## src/rtl/merger_output_framer.sv

```systemverilog
// Frames one sorted run from the merged-output FIFO onto an AXI4-Stream master.
// Uses a 2-entry registered skid buffer and checks sort order over the whole run.
module merger_output_framer #(
    parameter int C_AXIS_TDATA_WIDTH = 512,
    parameter int C_SORTER_BIT_WIDTH = 32,
    parameter int P                  = 16,
    parameter int LP_KEY_WIDTH       = 32,
    parameter bit ASCENDING          = 1'b1
) (
    input  logic                            m_axis_aclk,
    input  logic                            m_axis_areset,
    input  logic                            i_start,
    input  logic [31:0]                     i_num_beats,
    input  logic                            i_fifo_empty,
    input  logic [P*C_SORTER_BIT_WIDTH-1:0] i_fifo_data,
    output logic                            o_fifo_deq,
    output logic                            m_axis_tvalid,
    input  logic                            m_axis_tready,
    output logic [C_AXIS_TDATA_WIDTH-1:0]   m_axis_tdata,
    output logic [C_AXIS_TDATA_WIDTH/8-1:0] m_axis_tkeep,
    output logic                            m_axis_tlast,
    output logic                            o_busy,
    output logic                            o_done,
    output logic                            o_order_err,
    output logic [31:0]                     o_beat_count
);

    typedef enum logic [1:0] {S_IDLE, S_RUN, S_DRAIN, S_DONE} state_t;

    state_t state, state_nxt;

    logic [31:0]                   num_beats;
    logic [31:0]                   pulled;
    logic [1:0]                    occ;
    logic [C_AXIS_TDATA_WIDTH-1:0] skid0_data, skid1_data;
    logic                          skid0_last, skid1_last;
    logic [LP_KEY_WIDTH-1:0]       last_key;
    logic                          first_elem;
    logic                          order_viol;
    logic                          start_ok;
    logic                          fifo_pop;
    logic                          hs;
    logic                          entry_last;
    logic [LP_KEY_WIDTH-1:0]       keys [P];

    function automatic logic out_of_order(input logic [LP_KEY_WIDTH-1:0] prev,
                                          input logic [LP_KEY_WIDTH-1:0] cur);
        return ASCENDING ? (cur < prev) : (cur > prev);
    endfunction

    assign start_ok      = (state == S_IDLE) & i_start;
    assign fifo_pop      = (state == S_RUN) & ~i_fifo_empty & (pulled < num_beats) & (occ < 2'd2);
    assign m_axis_tvalid = (occ != 2'd0);
    assign hs            = m_axis_tvalid & m_axis_tready;
    assign entry_last    = (pulled == num_beats - 32'd1);

    assign o_fifo_deq    = fifo_pop;
    assign m_axis_tdata  = skid0_data;
    assign m_axis_tlast  = m_axis_tvalid & skid0_last;
    assign m_axis_tkeep  = m_axis_tvalid ? '1 : '0;
    assign o_busy        = (state != S_IDLE);
    assign o_done        = (state == S_DONE);

    always_comb begin
        for (int unsigned i = 0; i < P; i++) begin
            keys[i] = i_fifo_data[i*C_SORTER_BIT_WIDTH +: LP_KEY_WIDTH];
        end
    end

    // Element 0 is chained to the previous entry's last key except on a run's first entry.
    always_comb begin
        order_viol = ~first_elem & out_of_order(last_key, keys[0]);
        for (int unsigned i = 1; i < P; i++) begin
            if (out_of_order(keys[i-1], keys[i])) begin
                order_viol = 1'b1;
            end
        end
    end

    always_comb begin
        state_nxt = state;
        case (state)
            S_IDLE:  if (i_start) state_nxt = (i_num_beats == 32'd0) ? S_DONE : S_RUN;
            S_RUN:   if (pulled == num_beats) state_nxt = S_DRAIN;
            S_DRAIN: if (occ == 2'd0) state_nxt = S_DONE;
            S_DONE:  state_nxt = S_IDLE;
            default: state_nxt = S_IDLE;
        endcase
    end

    always_ff @(posedge m_axis_aclk or posedge m_axis_areset) begin
        if (m_axis_areset) begin
            state        <= S_IDLE;
            num_beats    <= '0;
            pulled       <= '0;
            o_beat_count <= '0;
            o_order_err  <= 1'b0;
            last_key     <= '0;
            first_elem   <= 1'b1;
        end else begin
            state <= state_nxt;
            if (start_ok) begin
                num_beats    <= i_num_beats;
                pulled       <= '0;
                o_beat_count <= '0;
                o_order_err  <= 1'b0;
                first_elem   <= 1'b1;
            end
            if (fifo_pop) begin
                pulled     <= pulled + 32'd1;
                last_key   <= keys[P-1];
                first_elem <= 1'b0;
                if (order_viol) o_order_err <= 1'b1;
            end
            if (hs) o_beat_count <= o_beat_count + 32'd1;
        end
    end

    // Slot 0 is always the head; a simultaneous push and pop shifts slot 1 forward.
    always_ff @(posedge m_axis_aclk or posedge m_axis_areset) begin
        if (m_axis_areset) begin
            occ        <= '0;
            skid0_data <= '0;
            skid1_data <= '0;
            skid0_last <= 1'b0;
            skid1_last <= 1'b0;
        end else begin
            case ({fifo_pop, hs})
                2'b10: begin
                    if (occ == 2'd0) begin
                        skid0_data <= i_fifo_data;
                        skid0_last <= entry_last;
                    end else begin
                        skid1_data <= i_fifo_data;
                        skid1_last <= entry_last;
                    end
                    occ <= occ + 2'd1;
                end
                2'b01: begin
                    skid0_data <= skid1_data;
                    skid0_last <= skid1_last;
                    occ        <= occ - 2'd1;
                end
                2'b11: begin
                    if (occ == 2'd1) begin
                        skid0_data <= i_fifo_data;
                        skid0_last <= entry_last;
                    end else begin
                        skid0_data <= skid1_data;
                        skid0_last <= skid1_last;
                        skid1_data <= i_fifo_data;
                        skid1_last <= entry_last;
                    end
                end
                default: ;
            endcase
        end
    end

endmodule

```

## config.mk

```make
export PLATFORM = sky130hd
export DESIGN_NAME = merger_output_framer
export DESIGN_NICKNAME = d
export VERILOG_FILES = /design/src/rtl/merger_output_framer.sv
export SDC_FILE = /design/constraint.sdc
export NUM_CORES = 2
export LEC_CHECK = 0
export CAP_MARGIN = 40
export CORE_AREA = 2 2 459 461
export DETAILED_ROUTE_END_ITERATION = 8
export DIE_AREA = 0 0 461 463
export GPL_ROUTABILITY_DRIVEN = 1
export GPL_TIMING_DRIVEN = 1
export PLACE_DENSITY = 0.49
export SYNTH_ARGS = -nofsm -noshare
export SYNTH_HDL_FRONTEND = slang
export SYNTH_SLANG_ARGS = --single-unit
```

## constraint.sdc

```tcl
create_clock -name m_axis_aclk -period 96.7 [get_ports m_axis_aclk]
set_clock_uncertainty 0.15 [all_clocks]
set_input_delay 14.505 -clock m_axis_aclk [delete_from_list [all_inputs] [get_ports m_axis_aclk]]
set_output_delay 14.505 -clock m_axis_aclk [all_outputs]
set_load 0.1 [all_outputs]
```

==> impl_metrics.ini <==
[global_routing]
grt_max_degree = 242
grt_pass1_vias = 56600
antenna_found_initial = 72
grt_overflow = 0
grt_pass1_wl_microns = 398000
grtUsageTotal_pct = 25.2

[route]
via_per_inst = 5.11
wire_per_inst_microns = 24.8
dr_wl_met2_microns = 128000
ant_nets = 0
num_vias = 56600
drtPass1Iterations = 6
wl_met3_microns = 17200
drtIter0Drc = 4523
wl_met1_microns = 114000
top_layer = met5
drc = 0
wirelength_microns = 275000

[cts]
cts.sink_count = 1160
cts_buffers = 145
root_buffer = clkbuf_16
cts_tree = done
htree_num_levels = 4
clk_latency_ns = 0.80
cts_resized = 0
cts_buffer_depth = 3
clk_pin_slew_ns = 0.06
post_cts_buffers = 0
ctsHoldBuffers = 0

[final_layout]
drive_gt1_share_pct = 12.1
final_cell_mix = 1159 x dfrtp_1, 1141 x clkdlybuf4s50_1, 1107 x nor2_1, 663 x o21ai_0, 662 x nand2_1
final_nets = 9217
area_growth_pct = 51.7
stdcell_count = 11100
mostFrequentLayoutCell = dfrtp_1

[pwr]
powerDensity_mw_per_mm2 = 41.9
p_comb_share_pct = 63.5
seqPwrFrac_pct = 22.0
clock_power_share_pct = 14.5
p_leak_nw = 42.2
switching_share_pct = 50.1
irDropWorstVdd_mv = 0.0409
p_sw_mw = 1.94
intPower_mw = 1.93

[placement]
pre_cts_slack_ns = 64.42
dpl.hpwl_microns = 209000
portBuffers = 1162
placedCellCount = 10800
gp_congestion = 0.891

[setup_path]
crit_path_end_kind = output port
worstPathArrival_ns = 17.64
crit_fanout = 20
critPathKind = primary input to output port
crit_required_ns = 82.04
cp-start-kind = primary input

[sta]
fin_crit_sh_pct = 33.4
max_freq_mhz = 31.0
setup_violations = 0
layout_setup_ws_ns = 64.40
hold_violations = 0
slew_headroom_pct = 16.8
fin_setup_tns_ns = 0
slew_viol_final = 0
period_minus_slack_ns = 32.30
worstMarginPinSlew_ns = 1.25
rsz0062_at_grt = no

[floorplanning]
fp-row-count = 168
die_w_microns = 461
die_h_microns = 463
core_area_sq_mm = 0.209
die_area_sq_mm = 0.213
io_pins = 1163
start_util_pct = 29.2

[run_status]
status = finished clean

[synth]
avgSynthCellArea_sq_um = 9.25
async_flop_share_pct = 100
yosys_warnings = 0
synth_cells = 6583
ys_types = 76
ys.flop_type = dfrtp_1
syn-cell-area_sq_mm = 0.0609
synth_seq_cells = 1160
seq_area_frac_synth_pct = 47.7
synth_nets = 7673
synth_edf_count = 0

[worst_hold_path]
hp-class = flop to flop

[flow_run]
cap_viol_max_count = 0
[registers in the layout (all words and copies together) (netlist names)]
register / count
o_order_err: 1
state: 2
o_beat_count: 32
m_axis_tdata: 512
occ: 2
last_key: 32
pulled: 32
skid1_data: 512
skid1_last: 1
skid0_last: 1
first_elem: 1
num_beats: 32
[kinds of logic (layout without fill, tap and decap cells)]
family / after synthesis / in the layout / share of synthesized area (%)
adder cells (fa/ha/maj): 541 / 541 / 11.1
buffers and inverters: 1009 / 2663 / 6.84
AO/OA/AOI/OAI: 1634 / 1634 / 17.9
multiplexers: 74 / 74 / 1.31
flip-flops: 1160 / 1160 / 47.7
XOR/XNOR: 35 / 35 / 0.503
AND/OR/NAND/NOR: 2130 / 2130 / 14.6
other: 0 / 36 / 0
[stage by stage]
| stage | hold slack [ns] | util (%) | power [mW] | area, sq um |
|---|---|---|---|---|
| global route | 0.344 | 44.3 | 4.04 | 92400 |
| detailed placement | 0.321 | 41.9 | 3.32 | 87500 |
| finish | 0.329 | 44.3 | 3.87 | 92400 |
| floorplan | 0.297 | - | 2.21 | 60900 |
| global placement | 0.311 | 35.8 | 2.71 | 74500 |
| CTS | 0.330 | 44.3 | 3.90 | 92300 |
[area by class of cell]
class,count,area (sq um)
inverter,569,2140
multi-input combinational,4414,27800
timing repair buffer,1837,25000
fill,19500,116000
clock inverter,41,499
antenna,36,90.1
tap,2805,3510
clock buffer,216,4350
sequential,1160,29000
[synth_stat cells (4+ instances only)]
library cell / number / area [sq um]
dfrtp_1: 1159 / 29000
nor2_1: 1108 / 4160
nand2_1: 663 / 2490
o21ai_0: 663 / 3320
inv_1: 569 / 2140
ha_1: 541 / 6770
a221oi_1: 519 / 4550
clkbuf_1: 267 / 1000
a21oi_1: 165 / 826
buf_2: 101 / 505
nand4_1: 97 / 607
a21o_1: 79 / 593
nand3_1: 78 / 390
buf_4: 64 / 480
mux2_2: 47 / 529
nor3_1: 39 / 195
a211oi_1: 34 / 255
o211ai_1: 28 / 210
and3_1: 27 / 169
mux2i_1: 27 / 270
a31oi_1: 24 / 150
xnor2_1: 21 / 184
and4_1: 19 / 166
nand2b_1: 19 / 119
o21a_1: 18 / 135
nor4_1: 17 / 106
nor2b_1: 15 / 93.8
xor2_1: 14 / 123
a2111oi_0: 12 / 105
o31ai_1: 12 / 90.1
or3_1: 11 / 68.8
o21bai_1: 9 / 67.6
a221o_1: 8 / 80.1
buf_1: 6 / 22.5
nor4b_1: 6 / 52.6
o311ai_0: 6 / 52.6
a211o_1: 5 / 43.8
o2111ai_1: 5 / 43.8
a22oi_1: 4 / 30.0
a41oi_1: 4 / 35.0
nand3b_1: 4 / 30.0
nor4_2: 4 / 50.1
o22ai_1: 4 / 25.0
or4_1: 4 / 30.0
[power by group through the flow]
stage               clock network [mW]  logic [mW]  registers, mW
global route                     0.594        2.57          0.877
global placement                     0        1.86          0.850
finish                           0.560        2.46          0.853
floorplan                            0       0.580           1.63
detailed placement                   0        2.47          0.855
CTS                              0.574        2.47          0.850
[metal layers]
layer  GRT usage [%]  vias up
met5               0        -
met4            12.9       64
met3            5.11      506
met2            40.7     2015
met1            31.8    27800
li1                -    26200
[final timing paths]
path / startpoint / to / slack, ns / cells past startpoint
max: i_fifo_empty / o_fifo_deq / 64.40 / 8
min in group asynchronous: m_axis_areset / m_axis_tdata[206]$_DFFE_PP0P_ / 14.04 / 2
min: skid1_data[387]$_DFFE_PP0P_ / skid1_data[387]$_DFFE_PP0P_ / 0.33 / 2
max reg2reg: num_beats[2]$_DFFE_PP0P_ / m_axis_tdata[263]$_DFFE_PP0P_ / 89.91 / 20
min reg2reg: skid1_data[387]$_DFFE_PP0P_ / skid1_data[387]$_DFFE_PP0P_ / 0.33 / 2
max in group asynchronous: m_axis_areset / last_key[10]$_DFFE_PP0P_ / 78.91 / 7
[worst max-delay path, stage by stage]
cell	delay [ns]
clkdlybuf4s50_1	0.43
nor4b_1	0.33
o211ai_1	0.21
a211oi_2	0.43
nand2_1	0.63
clkinv_2	0.22
clkdlybuf4s50_1	0.67
buf_16	0.21
Note: power is estimated with default switching activity, not from simulation.
